[src/rtl/anim_sequencer.sv]
// Per-player sprite animation sequencer: picks the IDLE/WALK/JUMP/ATTACK/HURT clip,
// steps frames off the vsync-derived frame_clk and drives the GPU sheet index and hitbox enable.
module anim_sequencer #(
    parameter int FRAME_DIV     = 6,
    parameter int IDLE_BASE     = 0,
    parameter int IDLE_LEN      = 4,
    parameter int WALK_BASE     = 4,
    parameter int WALK_LEN      = 6,
    parameter int JUMP_BASE     = 10,
    parameter int JUMP_LEN      = 4,
    parameter int ATK_BASE      = 14,
    parameter int ATK_LEN       = 5,
    parameter int ATK_HIT_FRAME = 2,
    parameter int HURT_BASE     = 19,
    parameter int HURT_LEN      = 3
) (
    input  logic       Clk,
    input  logic       Reset_n,
    input  logic       frame_clk,
    input  logic       move_left,
    input  logic       move_right,
    input  logic       airborne,
    input  logic       attack_req,
    input  logic       hit,
    output logic [9:0] animation,
    output logic       direction,
    output logic       attack_active,
    output logic       busy
);

    localparam logic [2:0] S_IDLE   = 3'd0;
    localparam logic [2:0] S_WALK   = 3'd1;
    localparam logic [2:0] S_JUMP   = 3'd2;
    localparam logic [2:0] S_ATTACK = 3'd3;
    localparam logic [2:0] S_HURT   = 3'd4;

    localparam int DW = (FRAME_DIV > 1) ? $clog2(FRAME_DIV) : 1;

    logic [2:0]    state, state_nxt, ground_state;
    logic [7:0]    frame_idx;
    logic [DW-1:0] div_cnt;
    logic          fc_s1, fc_s2, fc_s3;
    logic          atk_prev;
    logic          tick, step, atk_edge, change, last_frame;
    logic [9:0]    base_sel;

    assign tick     = fc_s2 & ~fc_s3;
    assign step     = tick && (div_cnt == DW'(FRAME_DIV - 1));
    assign atk_edge = attack_req & ~atk_prev;

    always_comb begin
        ground_state = S_IDLE;
        if (airborne)
            ground_state = S_JUMP;
        else if (move_left ^ move_right)
            ground_state = S_WALK;
    end

    always_comb begin
        last_frame = 1'b0;
        case (state)
            S_HURT:   last_frame = (frame_idx == 8'(HURT_LEN - 1));
            S_ATTACK: last_frame = (frame_idx == 8'(ATK_LEN - 1));
            default:  last_frame = 1'b0;
        endcase
    end

    // Priority: hit, then finishing a busy clip, then attack, then ground/air selection.
    always_comb begin
        state_nxt = state;
        if (hit)
            state_nxt = S_HURT;
        else if (state == S_HURT || state == S_ATTACK)
            state_nxt = (step && last_frame) ? ground_state : state;
        else if (atk_edge)
            state_nxt = S_ATTACK;
        else
            state_nxt = ground_state;
    end

    // A hit re-entering HURT counts as a change so the clip restarts.
    assign change = hit || (state_nxt != state);

    always_comb begin
        base_sel = 10'(IDLE_BASE);
        case (state)
            S_WALK:   base_sel = 10'(WALK_BASE);
            S_JUMP:   base_sel = 10'(JUMP_BASE);
            S_ATTACK: base_sel = 10'(ATK_BASE);
            S_HURT:   base_sel = 10'(HURT_BASE);
            default:  base_sel = 10'(IDLE_BASE);
        endcase
    end

    always_ff @(posedge Clk or negedge Reset_n) begin
        if (!Reset_n) begin
            fc_s1    <= 1'b0;
            fc_s2    <= 1'b0;
            fc_s3    <= 1'b0;
            atk_prev <= 1'b0;
        end else begin
            fc_s1    <= frame_clk;
            fc_s2    <= fc_s1;
            fc_s3    <= fc_s2;
            atk_prev <= attack_req;
        end
    end

    // A tick landing on a state change is swallowed by the counter clear.
    always_ff @(posedge Clk or negedge Reset_n) begin
        if (!Reset_n) begin
            state     <= S_IDLE;
            frame_idx <= 8'd0;
            div_cnt   <= '0;
        end else begin
            state <= state_nxt;
            if (change) begin
                frame_idx <= 8'd0;
                div_cnt   <= '0;
            end else if (tick) begin
                div_cnt <= step ? '0 : div_cnt + 1'b1;
                if (step) begin
                    case (state)
                        S_JUMP:
                            if (frame_idx != 8'(JUMP_LEN - 1)) frame_idx <= frame_idx + 8'd1;
                        S_WALK:
                            frame_idx <= (frame_idx == 8'(WALK_LEN - 1)) ? 8'd0 : frame_idx + 8'd1;
                        S_IDLE:
                            frame_idx <= (frame_idx == 8'(IDLE_LEN - 1)) ? 8'd0 : frame_idx + 8'd1;
                        default:
                            frame_idx <= frame_idx + 8'd1;
                    endcase
                end
            end
        end
    end

    always_ff @(posedge Clk or negedge Reset_n) begin
        if (!Reset_n) begin
            animation     <= 10'(IDLE_BASE);
            direction     <= 1'b0;
            attack_active <= 1'b0;
            busy          <= 1'b0;
        end else begin
            animation     <= base_sel + {2'b00, frame_idx};
            attack_active <= (state == S_ATTACK) && (frame_idx == 8'(ATK_HIT_FRAME));
            busy          <= (state == S_ATTACK) || (state == S_HURT);
            if (state != S_ATTACK && state != S_HURT) begin
                if (move_right && !move_left)
                    direction <= 1'b0;
                else if (move_left && !move_right)
                    direction <= 1'b1;
            end
        end
    end

endmodule

[config.mk]
export PLATFORM = sky130hd
export DESIGN_NAME = anim_sequencer
export DESIGN_NICKNAME = d
export VERILOG_FILES = /design/src/rtl/anim_sequencer.sv
export SDC_FILE = /design/constraint.sdc
export NUM_CORES = 1
export LEC_CHECK = 0
export CAP_MARGIN = 0
export CELL_PAD_IN_SITES_DETAIL_PLACEMENT = 0
export CELL_PAD_IN_SITES_GLOBAL_PLACEMENT = 2
export CORE_MARGIN = 10
export CORE_UTILIZATION = 35
export CTS_BUF_LIST = sky130_fd_sc_hd__clkbuf_4 sky130_fd_sc_hd__clkbuf_8
export DETAILED_ROUTE_END_ITERATION = 16
export GPL_ROUTABILITY_DRIVEN = 0
export GPL_TIMING_DRIVEN = 0
export HOLD_SLACK_MARGIN = 0.08
export PLACE_DENSITY_LB_ADDON = 0.1
export SYNTH_ARGS = -nofsm -noshare
export SYNTH_HDL_FRONTEND = slang
export SYNTH_SLANG_ARGS = --single-unit
[constraint.sdc]
create_clock -name Clk -period 6.3 [get_ports Clk]
set_clock_uncertainty 0.1 [all_clocks]
set_input_delay 1.26 -clock Clk [delete_from_list [all_inputs] [get_ports Clk]]
set_output_delay 1.26 -clock Clk [all_outputs]
set_load 0.1 [all_outputs]
; Word level (Yosys, flattened, before mapping)
; Cells that the tools add are included.
[totals]
ff_bits = 31
input_bits = 8
output_inout_bits = 13
[classes]
addsub = 3
eq_ne = 14
mux = 20
bitwise_logic = 5
n_reduce_logical = 16
[op_table]
columns = op, count
row1 = 2-to-1 mux 8 bit, 6
row2 = 2-to-1 mux 3 bit, 8
row3 = case mux 8 bit (3 select lines), 1
row4 = case mux 5 bit (4 select lines), 1
row5 = == test 8 x 2 -> 1 bit (second input constant), 2
row6 = == test 8 x 3 -> 1 bit (second input constant), 2
row7 = adder 10 x 8 -> 10 bit, 1
row8 = adder 8 x 1 -> 8 bit (second input constant), 1
row9 = inequality test 8 x 2 -> 1 bit (second input constant), 1
row10 = == test 3 x 2 -> 1 bit (second input constant), 2
row11 = == test 3 bit (second input constant), 2
row12 = logical AND 1 bit, 6
row13 = inequality test 3 bit (second input constant), 2
row14 = nonzero test 2 bit, 3
row15 = adder 3 x 1 -> 3 bit (second input constant), 1
row16 = == test 3 x 1 -> 1 bit (second input constant), 1
row17 = logical NOT 3 bit, 1
row18 = 2-to-1 mux 1 bit, 3
row19 = inequality test 3 x 2 -> 1 bit (second input constant), 1
row20 = inequality test 3 bit, 1
row21 = AND reduction 3 bit, 1
row22 = AND 1 bit, 2
row23 = logical NOT 1 bit, 2
row24 = logical OR 1 bit, 2
row25 = other kinds (4), 5

; Longest topological paths before layout
[logic_depth]
ltp_word = 11
depth_mapped = 12
mapped_depth_nobuf = 11

; Worst setup path after synthesis
; OpenSTA, ideal clock, no wires.
[synth_path]
path_kind = input-to-reg
from = input move_left
to = register frame_idx[4]
setup_time_ns = 0.119
t_arrival_ns = 2.367
required_ns = 6.081
setup_slack_ns = 3.714
path_stages = 9
n_path_buf = 1
cell_sequence = inv_1 -> ha_1 -> nor2_1 -> o21ai_0 -> a21oi_1 -> o21ai_1 -> nand3_2 -> buf_6 -> nor2_2
[synth_via]
elab_chain_len = 10
elab_cells_between_ends = 14
classes_between = eq/ne (2) / mux (7) / bitwise (1) / reduce/logical (4)
[synth_lines]
columns = element, line
row1 = from (decl), 20  ; input logic move_left,
row2 = XOR 1 bit (*), 55  ; else if (move_left ^ move_right)
row3 = 2-to-1 mux 1 bit (*), 55
row4 = 2-to-1 mux 3 bit (*), 53  ; if (airborne)
row5 = "2-to-1 mux 3 bit, on equally long branches", "75, 74"
row6 = 2-to-1 mux 3 bit (*), 73  ; else if (state == S_HURT || state == S_ATTACK)
row7 = 2-to-1 mux 3 bit (*), 71  ; if (hit)
row8 = inequality test 3 bit (*), 82  ; assign change = hit || (state_nxt != state);
row9 = logical OR 1 bit (*), 82
row10 = inequality test 3 bit (no source line) or nonzero test 2 bit (tied branches), -
row11 = AND reduction 3 bit (no source line), -
row12 = to (signal assigned), 125  ; if (frame_idx != 8'(JUMP_LEN - 1)) frame_idx <= frame_idx + 8'd1;
row13 = to (signal assigned), 127  ; frame_idx <= (frame_idx == 8'(WALK_LEN - 1)) ? 8'd0 : frame_idx + 8'd1;
row14 = to (signal assigned), 129  ; frame_idx <= (frame_idx == 8'(IDLE_LEN - 1)) ? 8'd0 : frame_idx + 8'd1;
row15 = to (decl), 40  ; logic [7:0] frame_idx;
; Every way passes the cells marked *; elsewhere a longest branch is shown, timed or not.
; A chain may end at the register's enable or synchronous reset.

; Worst setup path in the final report
[layout_path]
from = register direction
to = output direction
[layout_rtl]
columns = element, line
row1 = from (decl), 26  ; output logic direction,
row2 = from (signal assigned), 141  ; direction <= 1'b0;
row3 = from (signal assigned), 150  ; direction <= 1'b0;
row4 = from (signal assigned), 152  ; direction <= 1'b1;
; No word-level cell between the ends.

==> results.yml <==
route:
  routed_wl_um: 3530
  viasPerCell: 4.98
  initialDrtViolationCount: 103
  drtPass1Iterations: 4
  drt_drc_violations_left: 0
  wire_per_inst_um: 14.0
  vias: 1259
  ant_nets: 0
floorplanning:
  die_y_um: 89.4
  fp.dieW_um: 89.4
  pin_count: 21
  num_rows: 25
  initial_core_util_pct: 36.0
  core-area_um2: 4690
  fp.dieArea_um2: 8000
critical_path:
  end_kind: "output pin"
  crit_buf_inv: 1
  crit_type: "flip-flop to output pin"
  regToRegSetupSlack_ns: 3.44
  slowest_stage: "clkdlybuf4s50_1"
  crit_path_max_incr_delay_ns: 1.15
  required_ns: 4.94
  cp_top_family: "buffers and inverters"
  path_cells: "clkdlybuf4s50_1"
  cp_max_fo: 2
  crit_arrival_ns: 1.77
  cp-start-kind: "flip-flop"
timing:
  tightest_slew_ns: 0.987
  rsz0062_at_grt: "no"
  period_needed_ns: 3.13
  hold_viol_final: 0
  slew_headroom_pct: 34.0
  tns_ns: 0
  setup_slack_ns: 3.17
  fmax_ghz: 0.320
  min_period_over_period_pct: 49.7
  hold_ws_ns: 0.267
  setup_viol_count_final: 0
  slew_violations: 0
clock_tree:
  cts_setup_buffers: 0
  cts_max_level: 2
  clk_latency_ns: 0.28
  cts_tree: "built"
  cts_hold_buf: 0
  cts_buffers: 5
  path_clk_slew_ns: 0.07
  cts_root_buf: "clkbuf_8"
  clk_path_buf_depth: 2
  cts_resized: 0
  cts_num_sinks: 30
synth:
  ys_seq_area_share_pct: 44.5
  yosys-top-cells-area: "dfrtp_1, ha_1, nor2_1"
  synth_top_area_cell: "dfrtp_1"
  synthCells: 172
  async_reset_ff_share_pct: 100
  synth_ff_type: "dfrtp_1"
  syn_area_um2: 1690
  synth.top_cell.area_share_pct: 44.5
  synth_fp_nets: 193
  ys_types: 44
  syn_avg_cell_area_um2: 9.81
  synth.yosys.warnings: 0
  synth-seq-cells: 30
  synth_edf_count: 0
pwr:
  ir_drop_mv: 0.258
  power_density_nw_per_um2: 316
  power_switching_share_pct: 43.0
  p_comb_share_pct: 39.8
  seqPwrFrac_pct: 35.3
  internal-power_mw: 0.366
  power_frac_clock_pct: 25.0
  switchingPower_mw: 0.276
  total_power_mw: 0.642
  leakagePower_nw: 0.887
global_routing:
  grt_pass1_vias: 1346
  grt_start_max_net_pins: 31
  grt_overflow: 0
  antenna_found_initial: 0
  grt_use_total_pct: 9.93
  grt_pass1_wl_um: 6160
layout:
  post-route-util_pct: 43.4
  nNetsFinal: 219
  n_antenna_cell: 0
  layout_commonest_cell: "dfrtp_1"
  layout_common_cells: "dfrtp_1, nor2_1, clkdlybuf4s50_1"
  drive_gt1_share_pct: 14.1
  syn2layout_area_growth_pct: 20.6
placement:
  io_buffers: 19
  place_ws_ns: 3.02
  dp.final_hpwl_um: 2680
outcome:
  outcome: "completed"
job:
  drv_cap: 0
hold_path:
  hp-class: "flip-flop to flip-flop"
-- final cells by class --
cell class / instances / area, um2
Fill cell: 467 / 2660
Sequential cell: 30 / 751
Tap cell: 54 / 67.6
Clock buffer: 6 / 82.6
Inverter: 12 / 45.0
Clock inverter: 2 / 12.5
Buffer: 4 / 26.3
Multi-Input combinational cell: 126 / 866
Timing Repair Buffer: 19 / 185
-- per-layer routing --
metal	wire, um	track usage [%]
met1	1570	11.7
met2	1660	15.7
met3	239	3.65
met4	66	4.62
met5	0	0
-- per-stage QoR --
stage               instances  area (um2)
floorplan                 172        1690
global route              253        2040
finish                    253        2040
global placement          245        1950
detailed placement        245        1950
CTS                       253        2040
-- cell families after synthesis --
group                    count (synthesis)  synth area share [%]
other                                    1                 0.222
AND/OR/NAND/NOR                         67                  23.0
XOR/XNOR                                10                  5.19
flip-flops                              30                  44.5
AO/OA/AOI/OAI                           35                  12.8
buffers and inverters                   16                  4.23
adder cells (fa/ha/maj)                 13                  10.1
-- power by group through the flow --
stage          sequential, mW  clock [mW]  combinational (mW)
5_1_grt                 0.230       0.176               0.275
3_5_place_dp            0.230           0               0.258
4_1_cts                 0.227       0.167               0.259
3_3_place_gp            0.230           0               0.255
2_1_floorplan           0.345           0              0.0779
6_report                0.226       0.160               0.256
-- registers in the layout (all words and copies together) (netlist names) --
register and count:
animation 9, fc_s3 1, attack_active 1, state 3
frame_idx 8, fc_s1 1, fc_s2 1, busy 1
atk_prev 1, direction 1, div_cnt 3
-- synthesized netlist by cell type (2+ instances only) --
cell type and count:
a21oi_1 12, a31oi_1 5, clkbuf_1 2, dfrtp_1 30, ha_1 12, inv_1 12, nand2_1 8, nand2b_1 7
nand3_1 2, nand4_1 2, nor2_1 18, nor2_2 8, nor2b_1 3, nor3_1 5, nor3b_1 2, o21ai_0 6
o21bai_1 3, xnor2_1 7, xor2_1 3
-- path summary, 6_finish.rpt --
path,to,cells past startpoint,startpoint
worst min-delay path,fc_s2,0,fc_s1
worst max register to register,animation[6],12,state[0]
max in group asynchronous,animation[0],1,Reset_n
worst max-delay path,direction,1,direction
min in group asynchronous,animation[6],1,Reset_n
worst min register to register,fc_s2,0,fc_s1
No activity file was read; power rests on OpenSTA's default activity.
